===== src/rtl/spi_pkg.sv =====
// Shared SPI definitions: controller states and mode encodings used by
// spi_master and spi_slave.
package spi_pkg;

    typedef enum logic [1:0] {
        IDLE  = 2'd0,
        LEAD  = 2'd1,
        XFER  = 2'd2,
        TRAIL = 2'd3
    } state_t;

    // Mode is {CPOL, CPHA}
    localparam logic [1:0] MODE0 = 2'b00;
    localparam logic [1:0] MODE1 = 2'b01;
    localparam logic [1:0] MODE2 = 2'b10;
    localparam logic [1:0] MODE3 = 2'b11;

    localparam int CPOL_BIT = 1;
    localparam int CPHA_BIT = 0;

endpackage


===== src/rtl/spi_master_if.sv =====
// Bundle of the SPI master's request/response and serial-line signals.
interface spi_master_if #(
    parameter int DATA_WIDTH = 8
);

    // Handshake: start is a request honoured on any cycle busy is low
    // (including the done cycle); data_in and mode are captured with it.
    // done pulses for exactly one cycle with data_out valid, and data_out
    // then holds until the next done.
    logic                  start;
    logic [DATA_WIDTH-1:0] data_in;
    logic [1:0]            mode;
    logic [DATA_WIDTH-1:0] data_out;
    logic                  busy;
    logic                  done;
    logic                  sck;
    logic                  cs_n;
    logic                  mosi;
    logic                  miso;

    modport master (
        input  start, data_in, mode, miso,
        output data_out, busy, done, sck, cs_n, mosi
    );

    modport slave (
        output start, data_in, mode, miso,
        input  data_out, busy, done, sck, cs_n, mosi
    );

endinterface


===== src/rtl/spi_clk_gen.sv =====
// Half-period timer: ticks once every CLK_DIV cycles while enabled and
// tracks whether the next sck toggle is a leading or trailing edge.
module spi_clk_gen
    import spi_pkg::*;
#(
    parameter int CLK_DIV = 4
) (
    input  logic clk,
    input  logic rst,
    input  logic en_i,
    output logic tick_o,
    output logic lead_o
);

    localparam int            CW   = $clog2(CLK_DIV + 1);
    localparam logic [CW-1:0] LAST = CW'(CLK_DIV - 1);

    logic [CW-1:0] cnt_q, cnt_d;
    logic          lead_q, lead_d;

    always_comb begin
        tick_o = en_i && (cnt_q == LAST);
        cnt_d  = '0;
        lead_d = 1'b1;
        if (en_i) begin
            cnt_d  = tick_o ? '0 : cnt_q + 1'b1;
            lead_d = tick_o ? ~lead_q : lead_q;
        end
    end

    always_ff @(posedge clk) begin
        if (rst) begin
            cnt_q  <= '0;
            lead_q <= 1'b1;
        end else begin
            cnt_q  <= cnt_d;
            lead_q <= lead_d;
        end
    end

    assign lead_o = lead_q;

endmodule


===== src/rtl/spi_master.sv =====
// SPI master: one DATA_WIDTH-bit full-duplex transfer per accepted start,
// in any of the four CPOL/CPHA modes.
module spi_master
    import spi_pkg::*;
#(
    parameter int DATA_WIDTH = 8,
    parameter int CLK_DIV    = 4
) (
    input  logic         clk,
    input  logic         rst,
    spi_master_if.master bus,
    output state_t       state_o
);

    localparam int            EW        = $clog2(2 * DATA_WIDTH + 1);
    localparam logic [EW-1:0] LAST_EDGE = EW'(2 * DATA_WIDTH);

    state_t                state_q, state_d;
    logic [DATA_WIDTH-1:0] tx_q, tx_d;
    logic [DATA_WIDTH-1:0] rx_q, rx_d;
    logic [DATA_WIDTH-1:0] dout_q, dout_d;
    logic [EW-1:0]         edge_q, edge_d;
    logic                  cpha_q, cpha_d;
    logic                  sck_q, sck_d;
    logic                  cs_n_q, cs_n_d;
    logic                  mosi_q, mosi_d;
    logic                  done_q, done_d;
    logic                  tick, lead_edge, toggle;

    spi_clk_gen #(.CLK_DIV(CLK_DIV)) u_clk_gen (
        .clk    (clk),
        .rst    (rst),
        .en_i   (state_q != IDLE),
        .tick_o (tick),
        .lead_o (lead_edge)
    );

    always_comb begin
        state_d = state_q;
        tx_d    = tx_q;
        rx_d    = rx_q;
        dout_d  = dout_q;
        edge_d  = edge_q;
        cpha_d  = cpha_q;
        sck_d   = sck_q;
        mosi_d  = mosi_q;
        done_d  = 1'b0;
        toggle  = 1'b0;

        case (state_q)
            IDLE: begin
                sck_d  = bus.mode[CPOL_BIT];
                mosi_d = 1'b0;
                edge_d = '0;
                rx_d   = '0;
                if (bus.start) begin
                    state_d = LEAD;
                    cpha_d  = bus.mode[CPHA_BIT];
                    // tx holds the bits not yet on mosi; CPHA=0 presents the MSB now
                    if (bus.mode[CPHA_BIT]) begin
                        tx_d = bus.data_in;
                    end else begin
                        tx_d   = bus.data_in << 1;
                        mosi_d = bus.data_in[DATA_WIDTH-1];
                    end
                end
            end
            LEAD: begin
                if (tick) begin
                    state_d = XFER;
                    toggle  = 1'b1;
                end
            end
            XFER: begin
                if (tick) begin
                    if (edge_q == LAST_EDGE) state_d = TRAIL;
                    else                     toggle  = 1'b1;
                end
            end
            TRAIL: begin
                if (tick) begin
                    state_d = IDLE;
                    done_d  = 1'b1;
                    dout_d  = rx_q;
                    mosi_d  = 1'b0;
                end
            end
            default: state_d = IDLE;
        endcase

        // Sampling edge is leading for CPHA=0 and trailing for CPHA=1
        if (toggle) begin
            sck_d  = ~sck_q;
            edge_d = edge_q + 1'b1;
            if (lead_edge != cpha_q) begin
                rx_d = {rx_q[DATA_WIDTH-2:0], bus.miso};
            end else begin
                mosi_d = tx_q[DATA_WIDTH-1];
                tx_d   = tx_q << 1;
            end
        end

        cs_n_d = (state_d == IDLE);
    end

    always_ff @(posedge clk) begin
        if (rst) begin
            state_q <= IDLE;
            tx_q    <= '0;
            rx_q    <= '0;
            dout_q  <= '0;
            edge_q  <= '0;
            cpha_q  <= 1'b0;
            sck_q   <= 1'b0;
            cs_n_q  <= 1'b1;
            mosi_q  <= 1'b0;
            done_q  <= 1'b0;
        end else begin
            state_q <= state_d;
            tx_q    <= tx_d;
            rx_q    <= rx_d;
            dout_q  <= dout_d;
            edge_q  <= edge_d;
            cpha_q  <= cpha_d;
            sck_q   <= sck_d;
            cs_n_q  <= cs_n_d;
            mosi_q  <= mosi_d;
            done_q  <= done_d;
        end
    end

    assign bus.data_out = dout_q;
    assign bus.busy     = (state_q != IDLE);
    assign bus.done     = done_q;
    assign bus.sck      = sck_q;
    assign bus.cs_n     = cs_n_q;
    assign bus.mosi     = mosi_q;
    assign state_o      = state_q;

endmodule


===== src/flat_wrapper.sv =====
// flat-port wrapper written by rule: the top's interface ports become plain ports
module spi_master_flat import spi_pkg::*;
#(
    parameter int DATA_WIDTH = 8,
    parameter int CLK_DIV    = 4
)
  (clk, rst, state_o, bus_start, bus_data_in, bus_mode, bus_miso, bus_data_out, bus_busy, bus_done, bus_sck, bus_cs_n, bus_mosi);
  spi_master_if #(.DATA_WIDTH(DATA_WIDTH)) bus_i ();
  input  logic clk;
  input  logic rst;
  output state_t state_o;
  input wire logic [$bits(bus_i.start)-1:0] bus_start;
  input wire logic [$bits(bus_i.data_in)-1:0] bus_data_in;
  input wire logic [$bits(bus_i.mode)-1:0] bus_mode;
  input wire logic [$bits(bus_i.miso)-1:0] bus_miso;
  output wire logic [$bits(bus_i.data_out)-1:0] bus_data_out;
  output wire logic [$bits(bus_i.busy)-1:0] bus_busy;
  output wire logic [$bits(bus_i.done)-1:0] bus_done;
  output wire logic [$bits(bus_i.sck)-1:0] bus_sck;
  output wire logic [$bits(bus_i.cs_n)-1:0] bus_cs_n;
  output wire logic [$bits(bus_i.mosi)-1:0] bus_mosi;
  assign bus_i.start = bus_start;
  assign bus_i.data_in = bus_data_in;
  assign bus_i.mode = bus_mode;
  assign bus_i.miso = bus_miso;
  assign bus_data_out = bus_i.data_out;
  assign bus_busy = bus_i.busy;
  assign bus_done = bus_i.done;
  assign bus_sck = bus_i.sck;
  assign bus_cs_n = bus_i.cs_n;
  assign bus_mosi = bus_i.mosi;
  spi_master #(.DATA_WIDTH(DATA_WIDTH), .CLK_DIV(CLK_DIV)) u_core (.clk(clk), .rst(rst), .bus(bus_i), .state_o(state_o));
endmodule

===== config.mk =====
export PLATFORM = sky130hd
export DESIGN_NAME = spi_master_flat
export DESIGN_NICKNAME = d
export VERILOG_FILES = /design/src/rtl/spi_pkg.sv /design/src/rtl/spi_master_if.sv /design/src/rtl/spi_clk_gen.sv /design/src/rtl/spi_master.sv /design/src/flat_wrapper.sv
export SDC_FILE = /design/constraint.sdc
export NUM_CORES = 1
export LEC_CHECK = 0
export BUFFER_PORTS_ARGS = -buffer_cell sky130_fd_sc_hd__buf_2
export CORE_MARGIN = 2
export CORE_UTILIZATION = 36
export DETAILED_ROUTE_END_ITERATION = 10
export GPL_TIMING_DRIVEN = 0
export PLACE_DENSITY = 0.66
export SYNTH_ARGS = -nofsm -noshare
export SYNTH_HDL_FRONTEND = slang
export SYNTH_HIERARCHICAL = 1
export SYNTH_SLANG_ARGS = --single-unit

===== constraint.sdc =====
create_clock -name clk -period 2.71 [get_ports clk]
set_input_delay 0.1355 -clock clk [delete_from_list [all_inputs] [get_ports clk]]
set_output_delay 0.1355 -clock clk [all_outputs]
set_load 0.005 [all_outputs]

# Word level (Yosys, flattened, before mapping)

Index checks and enable logic that the tools add are counted.

Output and inout port bits: 15
Logic and storage cells: 62
Register bits after elaboration: 40

Mux-type cells: 28
Add/subtract/negate cells: 2
Bitwise gates (word level): 4
Reduce and logical (&&, ||, !) cells: 10
Equality and inequality tests: 6

Operator list:

| cell                | count |
|---|---|
| $mux 8              | 8 |
| $mux 1              | 10 |
| $mux 2              | 5 |
| $mux 5              | 2 |
| $pmux 2 s4          | 1 |
| $add 5x1->5 const B | 1 |
| $eq 5x5->1 const B  | 1 |
| $eq 2x2->1 const B  | 2 |
| $logic_not 2->1     | 2 |
| $not 1->1           | 4 |
| $pmux 1 s2          | 2 |
| $reduce_and 2->1    | 2 |
| $reduce_bool 2->1   | 2 |
| $reduce_or 2->1     | 2 |
| $add 3x1->3 const B | 1 |
| $eq 3x2->1 const B  | 1 |
| $reduce_or 3->1     | 1 |
| $eq 2x1->1 const B  | 1 |
| $logic_and 1x1->1   | 1 |
| $ne 1x1->1          | 1 |

# Longest topological paths before layout

Depth in word-level cells: 6
Gate-level depth with buffers: 11

# Modules after synthesis

Netlist, hierarchy kept.

By module, submodules not included:

| module      | times used | area an instance (um2) | cells each |
|---|---|---|---|
| spi_master  | 1          | 1796.7                 | 202 |
| spi_clk_gen | 1          | 162.7                  | 14 |

# Worst setup path before layout

Ideal clock, no wire load.

Path kind: reg2reg
From: register u_core.state_q[0] (netlist: u_core/state_o[0])
To: register u_core.rx_q[4]
Cell stages (with the launch flop): 12
Data arrival time: 2008 ps
Clock period less this slack: 2140 ps
Path buffers: 3
Setup slack: 570 ps
Cells stage by stage: dfxtp_1 inv_1 ha_1 inv_1 buf_2 and2_2 and3_1 a21oi_2 buf_4 buf_6 o211ai_1 a21oi_1

Cells in the longest elaborated chain, start to end: 5
Elaborated cells between the ends (all ways): 11
Classes of those cells: eq/ne (2); mux (6); reduce/logical (3)

Ends and longest elaborated chain:

| what                             | line                               | text |
|---|---|---|
| start: declaration               | spi_master.sv:18                   | `state_t state_q, state_d;` |
| start signal: assignment         | spi_master.sv:119                  | `state_q <= state_d;` |
| $reduce_bool 2->1 (*)            | -                                  |  |
| named net bus_busy               | flat_wrapper.sv:17                 | `output wire logic [$bits(bus_i.busy)-1:0] bus_busy;` |
| $logic_and 1x1->1 (*)            | spi_clk_gen.sv:22                  | `tick_o = en_i && (cnt_q == LAST);` |
| named net u_core.tick            | spi_master.sv:28                   | `logic tick, lead_edge, toggle;` |
| $mux 1, on equally long branches | spi_master.sv:75, spi_master.sv:69 |  |
| $pmux 1 s2 (*)                   | spi_master.sv:50                   | `case (state_q)` |
| $mux 8 (*)                       | spi_master.sv:92                   | `if (toggle) begin` |
| end signal: assignment           | spi_master.sv:121                  | `rx_q <= rx_d;` |
| end: declaration                 | spi_master.sv:20                   | `logic [DATA_WIDTH-1:0] rx_q, rx_d;` |

The timed path passes the listed nets; every way through them passes the cells marked *.
A chain may end at the register's enable or synchronous reset.

# Worst setup path after layout

From: register u_core.state_q[0] (netlist: u_core/state_o[0])
To: register u_core.rx_q[7]

Cells in the longest elaborated chain, start to end: 5
Elaborated cells between the ends (all ways): 11
Classes of those cells: eq/ne (2); mux (6); reduce/logical (3)

Ends and longest elaborated chain:

| what                             | line                               | text |
|---|---|---|
| $reduce_bool 2->1 (*)            | spi_master.sv:33                   | `.en_i (state_q != IDLE),` |
| $logic_and 1x1->1 (*)            | spi_clk_gen.sv:22                  |  |
| named net u_core.tick            | spi_master.sv:28                   |  |
| $mux 1, on equally long branches | spi_master.sv:75, spi_master.sv:69 |  |
| $pmux 1 s2 (*)                   | spi_master.sv:50                   |  |
| $mux 8 (*)                       | spi_master.sv:92                   |  |

Marks and branches as above.

==> impl_metrics.py <==
metrics = {
    "timing": {
        "drv_slew": 0,
        "relSlewSlack_pct": 61.98,
        "tightest_slew_ns": 0.5668,
        "clock_skew_ns": 0.006534,
        "finalCriticalPeriod_ns": 2.509,
        "holdWs_ns": 0.09532,
        "hold_viol": 0,
        "rsz0062_at_grt": "no",
        "setup_violations": 0,
        "maxClockFrequency_ghz": 0.3985,
        "finalCritPeriodShare_pct": 92.60,
        "fin_setup_tns_ns": 0,
    },
    "yosys": {
        "synth.distinct_cells": 42,
        "synth-seq-cells": 40,
        "seq_area_frac_synth_pct": 40.87,
        "synthesis.nets": 238,
        "syn-cell-area_mm2": 0.001959,
        "yosys_warnings": 6,
        "syn_inst": 216,
        "syn_avg_cell_area_um2": 9.071,
    },
    "cts": {
        "cts_tree": "done",
        "post_cts_buffers": 0,
        "clk_pin_slew_ns": 0.08,
        "clk_path_buf_depth": 2,
        "cts-root-buf": "clkbuf_8",
        "cts_buffers": 5,
        "h-tree-depth": 2,
        "clock_latency_ns": 0.30,
        "cts_resized": 0,
        "clock-sinks": 40,
        "cts_hold_buf": 0,
    },
    "floorplanning": {
        "dieArea_mm2": 0.006049,
        "start_util_pct": 37.88,
        "die_h_um": 77.78,
        "design.core.area_mm2": 0.005172,
        "num_io_pins": 29,
        "rows": 26,
        "die_w_um": 77.78,
    },
    "cells_and_area": {
        "final_common_cell": "dfxtp_1",
        "area_growth_pct": 17.24,
        "drive_gt1_share_pct": 23.11,
        "final_cell_mix": "dfxtp_1 (40), buf_2 (32), nand3_1 (30), a21oi_1 (26), nand2_1 (25)",
        "n_antenna_cell": 0,
        "fin_nets": 272,
        "fill_cells": 513,
        "seq_area_um2": 800.8,
        "multi_input_comb_area_mm2": 0.001010,
    },
    "setup_path": {
        "cp_num_buf_inv": 5,
        "arrival_ns": 2.67,
        "cp-start-kind": "flop",
        "r2r-start": "u_core/state_o[0]",
        "crit_path_max_incr_delay_ns": 0.40,
        "startpoint": "u_core/state_o[0]",
        "crit_type": "flop to flop",
        "cp.required_ns": 2.87,
        "critPathSlowestCell": "dfxtp_1",
        "cp_top_family": "buffers and inverters",
        "worst_setup_path_end_kind": "flop",
        "reg2reg_setup_slack_ns": 0.20,
        "path_common_cell": "inv_1",
        "worstPathMaxFanout": 12,
        "path_cells": "inv_1 -> ha_1 -> inv_1 -> buf_2 -> and2_2 -> and3_1 -> a21oi_2 -> buf_4 -> buf_6 -> o211ai_1 -> a21oi_1",
    },
    "power": {
        "p_per_area_mw_per_mm2": 547.9,
        "leakagePower_uw": 0.0008756,
        "irDropWorstVdd_mv": 0.2084,
        "finalPower_uw": 1259,
    },
    "detailed_routing": {
        "drt_first_pass_iters": 4,
        "drt_wl_total_um": 4283,
        "ant_nets": 0,
        "wire_per_inst_um": 13.34,
        "vias_per_cell": 5.218,
        "vias": 1675,
        "drtIter0Drc": 107,
        "drc": 0,
    },
    "global_routing": {
        "grt_overflow": 0,
        "antenna_found_initial": 0,
        "grt_pass1_wl_um": 7003,
        "grt_pass1_vias": 1485,
        "grt_use_total_pct": 14.45,
        "grt_max_degree": 15,
    },
    "hold_path": {
        "min_from": "bus_miso",
        "holdCritPathClass": "input port to flop",
    },
    "outcome": {
        "outcome": "finished, final reports clean",
    },
    "placed_design": {
        "place_hpwl_um": 3035,
        "gp_congestion": 0.8502,
        "port_buffers": 27,
    },
    "flow_run": {
        "cap_viol_max_count": 0,
    },
}
worst min-delay path, cell delays in order:
cell     delay, ns
buf_2         0.10
nand3_1       0.05
a21oi_1       0.05
power breakdown:
| part | leakage (uW) | switching, uW | internal, uW |
|---|---|---|---|
| logic | 0.000496 | 79.0 | 57.4 |
| registers | 0.000325 | 12.6 | 607 |
| clock network | 0.0000548 | 225 | 277 |
| total | 0.000876 | 317 | 942 |
metrics by stage:
stage | setup WS [ns] | area, um^2 | instances | utilization, %
global placement | 0.2754 | 2182 | 313 | 42.19
finish | 0.2006 | 2297 | 321 | 44.41
detailed placement | 0.2131 | 2182 | 313 | 42.19
global route | 0.005504 | 2297 | 321 | 44.41
floorplan | 0.5696 | 1959 | 216 | -
CTS | 0.1947 | 2297 | 321 | 44.41
logic make-up after synthesis:
logic type | synth area share, %
compound gates | 19.16
flops | 40.87
simple gates | 21.07
mux | 4.087
fa+ha+maj | 5.109
xor+xnor | 2.108
buf+inv | 7.598
layout make-up:
class / count / share of cell area (%)
buffer: 16 / 5.501
clock inverter: 3 / 2.015
inverter: 6 / 0.9804
timing repair buffer: 27 / 5.882
tap: 70 / 3.813
multi-input combinational: 154 / 43.95
sequential: 40 / 34.86
clock buffer: 5 / 2.996
cells in the mapped netlist (all sizes together):
library cell   n  area share (%)
or3            2            0.70
buf           10             3.8
a21oi         27             7.1
nor2b          1            0.32
ha             8             5.1
a211oi         1            0.38
or3b           1            0.45
nor4           1            0.32
o21ai          3            0.77
nand4bb        1             1.4
a2111oi        1            0.51
a311oi         1            0.45
clkbuf         6             2.7
and2           2            0.70
nand2         25             4.8
nand3b         2            0.77
nand2b         2             1.0
inv            6             1.1
nor3           3            0.77
and3           2            0.64
a31oi          3            0.96
xor2           1            0.83
dfxtp         40              41
a21o           1            0.45
o211ai         8             3.1
nor2           6             1.1
nor3b          1            0.38
o221ai         7             3.1
xnor2          2             1.3
o21bai         1            0.38
a221oi         3             2.0
nand3         30             7.7
mux2i          8             4.1
routing by layer:
metal | vias up | global-route usage, % | routed length, um
li1 | 851 | - | -
met1 | 765 | 19.47 | 2113
met2 | 51 | 21.90 | 1884
met3 | 8 | 3.837 | 205
met4 | 0 | 5.714 | 79
met5 | - | 0 | 0
path summary, 6_finish.rpt:
path                                     to  cells past startpoint
setup / recovery             u_core/rx_q[7]                     11
hold / removal               u_core/rx_q[0]                      3
setup reg to reg             u_core/rx_q[7]                     11
hold reg to reg   u_core/u_clk_gen/cnt_q[0]                      1
state kept, by name, indices dropped and copies added, names as in the netlist, 2 cells and up:
signal / count
u_core/u_clk_gen/cnt_q: 3
u_core/bus.data_out: 8
u_core/rx_q: 8
u_core/tx_q: 8
u_core/edge_q: 5
u_core/state_o: 2
Note: power is estimated with default switching activity, not from simulation.
